<file path="config.mk">
export PLATFORM = sky130hd
export DESIGN_NAME = ldtu_oser_readout_flat
export DESIGN_NICKNAME = d
export VERILOG_FILES = /design/src/rtl/ldtu_oser_readout_if.sv /design/src/rtl/ldtu_oser_readout.sv /design/src/flat_wrapper.sv
export SDC_FILE = /design/constraint.sdc
export NUM_CORES = 1
export LEC_CHECK = 0
export BUFFER_PORTS_ARGS = -buffer_cell sky130_fd_sc_hd__buf_2
export CAP_MARGIN = 10
export CORE_ASPECT_RATIO = 1.25
export CORE_MARGIN = 4
export CORE_UTILIZATION = 48
export DETAILED_ROUTE_END_ITERATION = 10
export PLACE_DENSITY = 0.87
export SLEW_MARGIN = 15
export SYNTH_ARGS = -nofsm -noshare
export SYNTH_HDL_FRONTEND = slang
export SYNTH_SLANG_ARGS = --single-unit
</file>
<file path="constraint.sdc">
create_clock -name CLK -period 2 [get_ports CLK]
set_clock_uncertainty 0.15 [all_clocks]
set_input_delay 0.4 -clock CLK [delete_from_list [all_inputs] [get_ports CLK]]
set_output_delay 0.4 -clock CLK [all_outputs]
set_load 0.1 [all_outputs]
</file>
<file path="src/rtl/ldtu_oser_readout_if.sv">
// Output-FIFO / serial-lane bundle of the LDTU readout serializer.
// master = serializer side, slave = FIFO + link side.
interface ldtu_oser_readout_if #(
  parameter int unsigned Nbits_32  = 32,
  parameter int unsigned Nbits_out = 8
);
  localparam int unsigned WcW = 16;

  logic                 sync_mode;
  logic [Nbits_32-1:0]  DATA32_DTU;
  logic                 read_signal;
  logic [Nbits_out-1:0] data_out;
  logic                 word_start;
  logic                 idle_flag;
  logic                 sync_active;
  logic [WcW-1:0]       word_count;

  modport master (
    input  sync_mode, DATA32_DTU,
    output read_signal, data_out, word_start, idle_flag, sync_active, word_count
  );

  modport slave (
    output sync_mode, DATA32_DTU,
    input  read_signal, data_out, word_start, idle_flag, sync_active, word_count
  );
endinterface

</file>
<file path="src/rtl/ldtu_oser_readout.sv">
// LDTU output serializer: pulls 32-bit words from the output FIFO and emits
// them MSB byte first on an 8-bit lane, inserting alignment words while in SYNC.
module ldtu_oser_readout #(
  parameter int unsigned         Nbits_32       = 32,
  parameter int unsigned         Nbits_out      = 8,
  parameter int unsigned         SyncWords      = 16,
  parameter logic [Nbits_32-1:0] idle_patternEA = 32'hEAAAAAAA,
  parameter logic [Nbits_32-1:0] idle_pattern5A = 32'h5A5A5A5A
) (
  input  logic                 CLK,
  input  logic                 reset,
  ldtu_oser_readout_if.master  bus
);

  localparam int unsigned CntW     = 2;
  localparam int unsigned SyncCntW = 5;
  localparam int unsigned WcW      = 16;

  localparam logic [CntW-1:0]     CntLast    = CntW'(3);
  localparam logic [CntW-1:0]     CntDecide  = CntW'(1);
  localparam logic [CntW-1:0]     CntRead    = CntW'(2);
  localparam logic [SyncCntW-1:0] SyncCntMax = '1;
  localparam logic [SyncCntW-1:0] SyncThr    = SyncCntW'(SyncWords);
  localparam logic [WcW-1:0]      WcMax      = '1;

  typedef enum logic {
    SYNC = 1'b0,
    RUN  = 1'b1
  } state_t;

  state_t                state_q, state_d;
  logic [CntW-1:0]       cnt_q, cnt_d;
  logic [SyncCntW-1:0]   sync_cnt_q, sync_cnt_d;
  logic [Nbits_32-1:0]   sreg_q, sreg_d;
  logic                  read_q, read_d;
  logic                  idle_q, idle_d;
  logic                  word_start_q, word_start_d;
  logic [WcW-1:0]        word_count_q, word_count_d;

  // State register
  always_ff @(posedge CLK or posedge reset) begin
    if (reset) state_q <= SYNC;
    else       state_q <= state_d;
  end

  // Next state: mode decisions only at the edge ending byte 1 of a word
  always_comb begin
    state_d = state_q;
    if (cnt_q == CntDecide) begin
      unique case (state_q)
        SYNC: if (!bus.sync_mode && (sync_cnt_q >= SyncThr)) state_d = RUN;
        RUN:  if (bus.sync_mode)                             state_d = SYNC;
      endcase
    end
  end

  // Datapath next values; word loads happen at the edge ending byte 3
  always_comb begin
    cnt_d        = cnt_q + CntW'(1);
    sync_cnt_d   = sync_cnt_q;
    sreg_d       = sreg_q << Nbits_out;
    idle_d       = idle_q;
    word_count_d = word_count_q;
    word_start_d = (cnt_d == '0);
    read_d       = (cnt_d == CntRead) && (state_d == RUN);

    if ((state_q == RUN) && (state_d == SYNC)) sync_cnt_d = '0;

    if (cnt_q == CntLast) begin
      if (state_q == SYNC) begin
        sreg_d = idle_pattern5A;
        idle_d = 1'b0;
        if (sync_cnt_q != SyncCntMax) sync_cnt_d = sync_cnt_q + SyncCntW'(1);
      end else begin
        sreg_d = bus.DATA32_DTU;
        idle_d = (bus.DATA32_DTU == idle_patternEA);
        if ((bus.DATA32_DTU != idle_patternEA) && (word_count_q != WcMax))
          word_count_d = word_count_q + WcW'(1);
      end
    end
  end

  // Datapath registers
  always_ff @(posedge CLK or posedge reset) begin
    if (reset) begin
      cnt_q        <= '0;
      sync_cnt_q   <= '0;
      sreg_q       <= idle_pattern5A;
      read_q       <= 1'b0;
      idle_q       <= 1'b0;
      word_start_q <= 1'b1;
      word_count_q <= '0;
    end else begin
      cnt_q        <= cnt_d;
      sync_cnt_q   <= sync_cnt_d;
      sreg_q       <= sreg_d;
      read_q       <= read_d;
      idle_q       <= idle_d;
      word_start_q <= word_start_d;
      word_count_q <= word_count_d;
    end
  end

  assign bus.data_out    = sreg_q[Nbits_32-1 -: Nbits_out];
  assign bus.word_start  = word_start_q;
  assign bus.read_signal = read_q;
  assign bus.idle_flag   = idle_q;
  assign bus.sync_active = (state_q == SYNC);
  assign bus.word_count  = word_count_q;

endmodule

</file>
<file path="src/flat_wrapper.sv">
// flat-port wrapper written by rule: the top's interface ports become plain ports
module ldtu_oser_readout_flat 
#(
  parameter int unsigned         Nbits_32       = 32,
  parameter int unsigned         Nbits_out      = 8,
  parameter int unsigned         SyncWords      = 16,
  parameter logic [Nbits_32-1:0] idle_patternEA = 32'hEAAAAAAA,
  parameter logic [Nbits_32-1:0] idle_pattern5A = 32'h5A5A5A5A
)
  (CLK, reset, bus_sync_mode, bus_DATA32_DTU, bus_read_signal, bus_data_out, bus_word_start, bus_idle_flag, bus_sync_active, bus_word_count);
  ldtu_oser_readout_if #(.Nbits_32(Nbits_32), .Nbits_out(Nbits_out)) bus_i ();
  input  logic CLK;
  input  logic reset;
  input wire logic [$bits(bus_i.sync_mode)-1:0] bus_sync_mode;
  input wire logic [$bits(bus_i.DATA32_DTU)-1:0] bus_DATA32_DTU;
  output wire logic [$bits(bus_i.read_signal)-1:0] bus_read_signal;
  output wire logic [$bits(bus_i.data_out)-1:0] bus_data_out;
  output wire logic [$bits(bus_i.word_start)-1:0] bus_word_start;
  output wire logic [$bits(bus_i.idle_flag)-1:0] bus_idle_flag;
  output wire logic [$bits(bus_i.sync_active)-1:0] bus_sync_active;
  output wire logic [$bits(bus_i.word_count)-1:0] bus_word_count;
  assign bus_i.sync_mode = bus_sync_mode;
  assign bus_i.DATA32_DTU = bus_DATA32_DTU;
  assign bus_read_signal = bus_i.read_signal;
  assign bus_data_out = bus_i.data_out;
  assign bus_word_start = bus_i.word_start;
  assign bus_idle_flag = bus_i.idle_flag;
  assign bus_sync_active = bus_i.sync_active;
  assign bus_word_count = bus_i.word_count;
  ldtu_oser_readout #(.Nbits_32(Nbits_32), .Nbits_out(Nbits_out), .SyncWords(SyncWords), .idle_patternEA(idle_patternEA), .idle_pattern5A(idle_pattern5A)) u_core (.CLK(CLK), .reset(reset), .bus(bus_i));
endmodule
</file>
# Yosys cells after proc, flatten, opt, wreduce, memory -nomap -nowiden
# Cells that the tools add are included.
classes:
  n_addsub: 3
  n_bitwise: 2
  reduce_logical: 7
  n_lt_le_gt_ge: 1
  n_eq_ne: 7
  muxes: 11
op_table:
  columns: ["cell", "count"]
  rows:
  - ["$mux 32", 2]
  - ["$eq 32x32->1 const B", 1]
  - ["$ne 32x32->1 const B", 1]
  - ["$mux 5", 4]
  - ["$add 16x1->16 const B", 1]
  - ["$ne 16x16->1 const B", 1]
  - ["$add 5x1->5 const B", 1]
  - ["$ge 5x5->1 const B", 1]
  - ["$ne 5x5->1 const B", 1]
  - ["$eq 2x2->1 const B", 2]
  - ["$logic_and 1x1->1", 4]
  - ["$mux 1", 4]
  - ["$reduce_and 3->1", 1]
  - ["$add 2x1->2 const B", 1]
  - ["$eq 2x1->1 const B", 1]
  - ["$logic_not 2->1", 1]
  - ["$not 1->1", 2]
  - ["$pmux 1 s2", 1]
  - ["$logic_not 1->1", 1]
totals:
  in_bits: 35
  elab_cells: 39
  output_inout_bits: 28
  reg_bits: 59

# Longest topological paths before layout
logic_depth:
  depth_word: 11
  mapped_depth: 9
  ltp_nobuf: 7

# Worst setup path after synthesis
# No wires, ideal clock.
synth_path:
  path_type: "register to register"
  from: "reg u_core.word_count_q[0] (netlist: u_core.bus.word_count[0])"
  to: "reg u_core.word_count_q[1] (netlist: u_core.bus.word_count[1])"
  path_stages_with_launch: 8
  t_arrival_ns: 2.366
  synth_period_minus_slack_ns: 2.642
  n_path_buf: 1
  path_slack_ns: -0.642
  setup_time_ns: 0.126
  required_ns: 1.724
  path_cell_list: "dfrtp_1 -> ha_1 -> nand4_1 -> nor4_1 -> nand2b_1 -> buf_2 -> nor2_1 -> mux2_2"
synth_between:
  elab_chain_len: 3
  elab_cells_between_ends: 4
  cone_classes: "add/sub: 1; eq/ne: 1; reduce/logical: 2"
synth_lines:
  columns: ["item", "line", "text"]
  rows:
  - ["start: declaration", "ldtu_oser_readout.sv:38", "logic [WcW-1:0] word_count_q, word_count_d;"]
  - ["start signal: assignment", "ldtu_oser_readout.sv:100", "word_count_q <= word_count_d;"]
  - ["parallel branches: the longest is 3 deep, another holds $add 16x1->16", null, null]
# Several ways; the timed one is not identified.
# A chain may end at the register's enable or synchronous reset.

# Worst setup path in the final report
layout_path:
  from: "reg u_core.sync_cnt_q[0]"
  to: "reg u_core.sync_cnt_q[2]"
layout_between:
  elab_chain_len: 11
  elab_cells_between_ends: 13
  cone_classes: "add/sub: 1; order compare: 1; eq/ne: 1; mux: 7; bitwise: 1; reduce/logical: 2"
layout_lines:
  columns: ["item", "line", "text"]
  rows:
  - ["start: declaration", "ldtu_oser_readout.sv:33", "logic [SyncCntW-1:0] sync_cnt_q, sync_cnt_d;"]
  - ["start signal: assignment", "ldtu_oser_readout.sv:95", "sync_cnt_q <= sync_cnt_d;"]
  - ["$ge 5x5->1", "ldtu_oser_readout.sv:51", "SYNC: if (!bus.sync_mode && (sync_cnt_q >= SyncThr)) state_d = RUN;"]
  - ["$logic_and 1x1->1", "ldtu_oser_readout.sv:51", null]
  - ["$mux 1", "ldtu_oser_readout.sv:51", null]
  - ["$pmux 1 s2", "ldtu_oser_readout.sv:50", "unique case (state_q)"]
  - ["$mux 1", "ldtu_oser_readout.sv:49", "if (cnt_q == CntDecide) begin"]
  - ["$not 1->1", "ldtu_oser_readout.sv:67", "if ((state_q == RUN) && (state_d == SYNC)) sync_cnt_d = '0;"]
  - ["$logic_and 1x1->1", "ldtu_oser_readout.sv:67", null]
  - ["$mux 5", "ldtu_oser_readout.sv:67", null]
  - ["$mux 5", "ldtu_oser_readout.sv:73", "if (sync_cnt_q != SyncCntMax) sync_cnt_d = sync_cnt_q + SyncCntW'(1);"]
  - ["$mux 5", "ldtu_oser_readout.sv:70", "if (state_q == SYNC) begin"]
  - ["$mux 5 *", "ldtu_oser_readout.sv:69", "if (cnt_q == CntLast) begin"]
  - ["via u_core.sync_cnt_d[2]", "ldtu_oser_readout.sv:33", null]
# The timed path passes the listed nets; every way through them passes the cells marked *.

==> results.md <==
- Status: finished, final reports clean
- Leak: 1.40 nW
- Number of flops mapped to enable cells by yosys: 0
- H-tree depth: 3
- RSZ-0062 raised after global routing: yes
- Most used flip-flop cell after synthesis: dfrtp_1
- DRT iter0 DRCs: 113
- Post-Syn Area: 0.00259 mm^2
- Die Y: 90.2 um
- Critical Path RT: 2.07 ns
- Worst-margin pin slew: 0.510 ns
- Global-route wire length before repair: 9960 um
- Hold Crit Class: in2reg
- Syn Inst Count: 226
- Worst-path clk slew: 0.06 ns
- Synth top area cells: dfrtp_1 (41%), dfstp_2 (17%), xor2_1 (5.1%)
- Count of final hold-check violations: 0
- Final period utilization: 99.6%
- Via/cell ratio: 5.45
- Initial Utilization: 50.4%
- Critical path class: reg2reg
- Routability cong.: 0.849
- Ports: 63
- Ant diodes: 0
- Final WS setup: 0.00813 ns
- Syn nets: 266
- DRT Pass-1 Iters: 4
- Die footprint: 0.00665 mm^2
- Number of distinct library cells after synthesis: 38
- Dpl hpwl: 4200 um
- Largest net degree at the start of global routing: 37
- Power per cell area: 1050 mW/mm^2
- CTS tree: done
- Sequential fraction of the synthesis area: 57.7%
- Die X: 73.8 um
- CTS Buf Count: 9
- Antenna violations before repair: 0
- PortBufs: 62
- CP most frequent cell: ha_2
- Area of the core: 0.00515 mm^2
- Relative slew slack: 66.0%
- Total congestion overflow: 0
- Drc violations: 0
- Post-Route Setup TNS: 0 ns
- Number of synthesized register bits: 59
- Synth warnings: 0
- Rows: 29
- Layout area overhead: 26.2%
- Layout cell share with drive strength beyond 1: 46.8%
- ANT nets after route: 0
- Fin nets: 334
- Maxcap violations: 0
- Root Driver: clkbuf_8
- Clk_lat worst skew: 0.33 ns
- Fin crit period: 1.99 ns
- Fin util: 63.6%
- F_max: 0.502 GHz
- Vias in the first global route: 2088
- CP max stage delay: 0.41 ns
- CP Max Fanout: 6
- Max Buffers Root-to-Sink: 2
- Slowest-stage cell, CP: dfrtp_1
- FFs w/ async S/R, synth: 100%
- DR WL/cell: 16.5 um
- Pre-CTS WS: -0.171 ns
- Fin. max-slew vios: 0
- CP Capture Type: flop
- Area fraction of the dominant cell type after synthesis: 40.5%
- WL final: 5970 um
- # setup viols final: 0
- Synth area leader: dfrtp_1
- Critical-path cell list: ha_2, and3_1, ha_2, nor3b_4, nand2_1, xnor2_1, and2_1
- GRT Util Overall: 19.6%
- Synthesized area per cell: 11.5 um^2
- Crit path DAT: 2.06 ns
- Critical path launch point type: flop
- CTS sink cnt: 59
- Peak supply drop: 0.455 mV
- Vias: 1966
==> logic make-up (layout without fill, tap and decap cells) <==
family	count (synthesis)	count (layout)	share of synthesized area (%)
compound gates	34	34	8.97
simple gates	73	73	17.5
xor+xnor	16	16	5.40
flops	59	59	57.7
buf+inv	37	110	7.18
mux	2	2	0.868
fa+ha+maj	5	5	2.41
==> registers in the layout, summed over array words and instances (netlist names) <==
| register | cells |
|---|---|
| u_core.sreg_q | 32 |
| u_core.bus.word_count | 16 |
| u_core.sync_cnt_q | 5 |
| u_core.cnt_q | 2 |
| u_core.bus.idle_flag | 1 |
| u_core.bus.read_signal | 1 |
| u_core.bus.word_start | 1 |
| u_core.state_q | 1 |
==> cells in the mapped netlist (3+ instances only) <==
library cell / n
o21a_1: 4
o21ai_0: 14
nor2_1: 4
inv_1: 18
and3_1: 5
nor3_1: 6
nand3_1: 8
nor4_1: 5
dfrtp_1: 42
o22a_1: 12
nand2_1: 18
xor2_1: 15
nand4_1: 7
buf_4: 10
ha_1: 5
nor3b_1: 3
clkbuf_1: 6
dfstp_2: 17
==> worst paths after layout <==
check	slack, ns	depth (start not counted)	end	from
setup / recovery	0.008	7	u_core.sync_cnt_q[2]$_DFF_PP0_	u_core.sync_cnt_q[0]$_DFF_PP0_
hold / removal	0.11	2	u_core.bus.read_signal$_DFF_PP0_	bus_sync_mode
setup reg to reg	0.008	7	u_core.sync_cnt_q[2]$_DFF_PP0_	u_core.sync_cnt_q[0]$_DFF_PP0_
hold reg to reg	0.33	1	u_core.bus.word_count[15]$_DFFE_PP0P_	u_core.bus.word_count[15]$_DFFE_PP0P_
max in group asynchronous	0.64	4	u_core.sreg_q[4]$_DFF_PP1_	reset
min in group asynchronous	0.50	3	u_core.sync_cnt_q[2]$_DFF_PP0_	reset
==> worst max-delay path, delay by kind of cell, from the launching register on <==
family | cells | cell delay, ns
simple gates | 4 | 0.78
flops | 1 | 0.41
fa+ha+maj | 2 | 0.39
xor+xnor | 1 | 0.14
==> power by group <==
part	leakage [nW]	internal [mW]	switching (mW)	total, mW
registers	0.674	1.38	0.129	1.51
logic	0.638	0.260	0.711	0.971
clock network	0.0905	0.515	0.433	0.948
total	1.40	2.16	1.27	3.43
==> layout by cell type, fill, tap and decap left out, types with 5 or more instances in the layout <==
cell,instances
dfrtp_1,26
dfstp_2,17
buf_2,61
nand2_1,18
clkbuf_8,11
dfrtp_2,16
inv_1,17
xor2_1,15
o22a_1,12
buf_4,11
and3_1,5
o21ai_0,14
nand3_1,8
nand4_1,7
==> metal layers <==
layer  wire (um)  GRT usage, %  vias to the layer above
met2        3140          31.4                       66
met5           0             0                        -
li1            -             -                      911
met4         177          9.82                        0
met1        2320          23.6                      974
met3         332          5.36                       15
==> cell type report <==
cell class                 count  area, um^2
fill                         386        1880
multi-input combinational    130         982
inverter                      18        67.6
tap                           62        77.6
sequential                    59        1520
clock inverter                 2        10.0
timing repair buffer          76         458
clock buffer                  14         163
==> per-stage QoR <==
stage	instance area, um^2	cells	power, mW	hold WS [ns]
after floorplan	2680	226	2.27	0.278
after CTS	3240	358	3.43	0.0988
after global placement	3050	341	2.44	0.292
final	3280	361	3.43	0.110
after global routing	3280	361	3.60	0.115
after detailed placement	3050	341	2.48	0.312
==> repair_timing <==
item | CTS | global route
resized for setup | 2 | 4
hold buffers | 1 | 0
buffers inserted | 0 | 3
pin swaps | 0 | 4
endpoints found under the hold margin | 14 | 0
endpoints found under the setup margin | 4 | 15
Note: power is estimated with default switching activity, not from simulation.
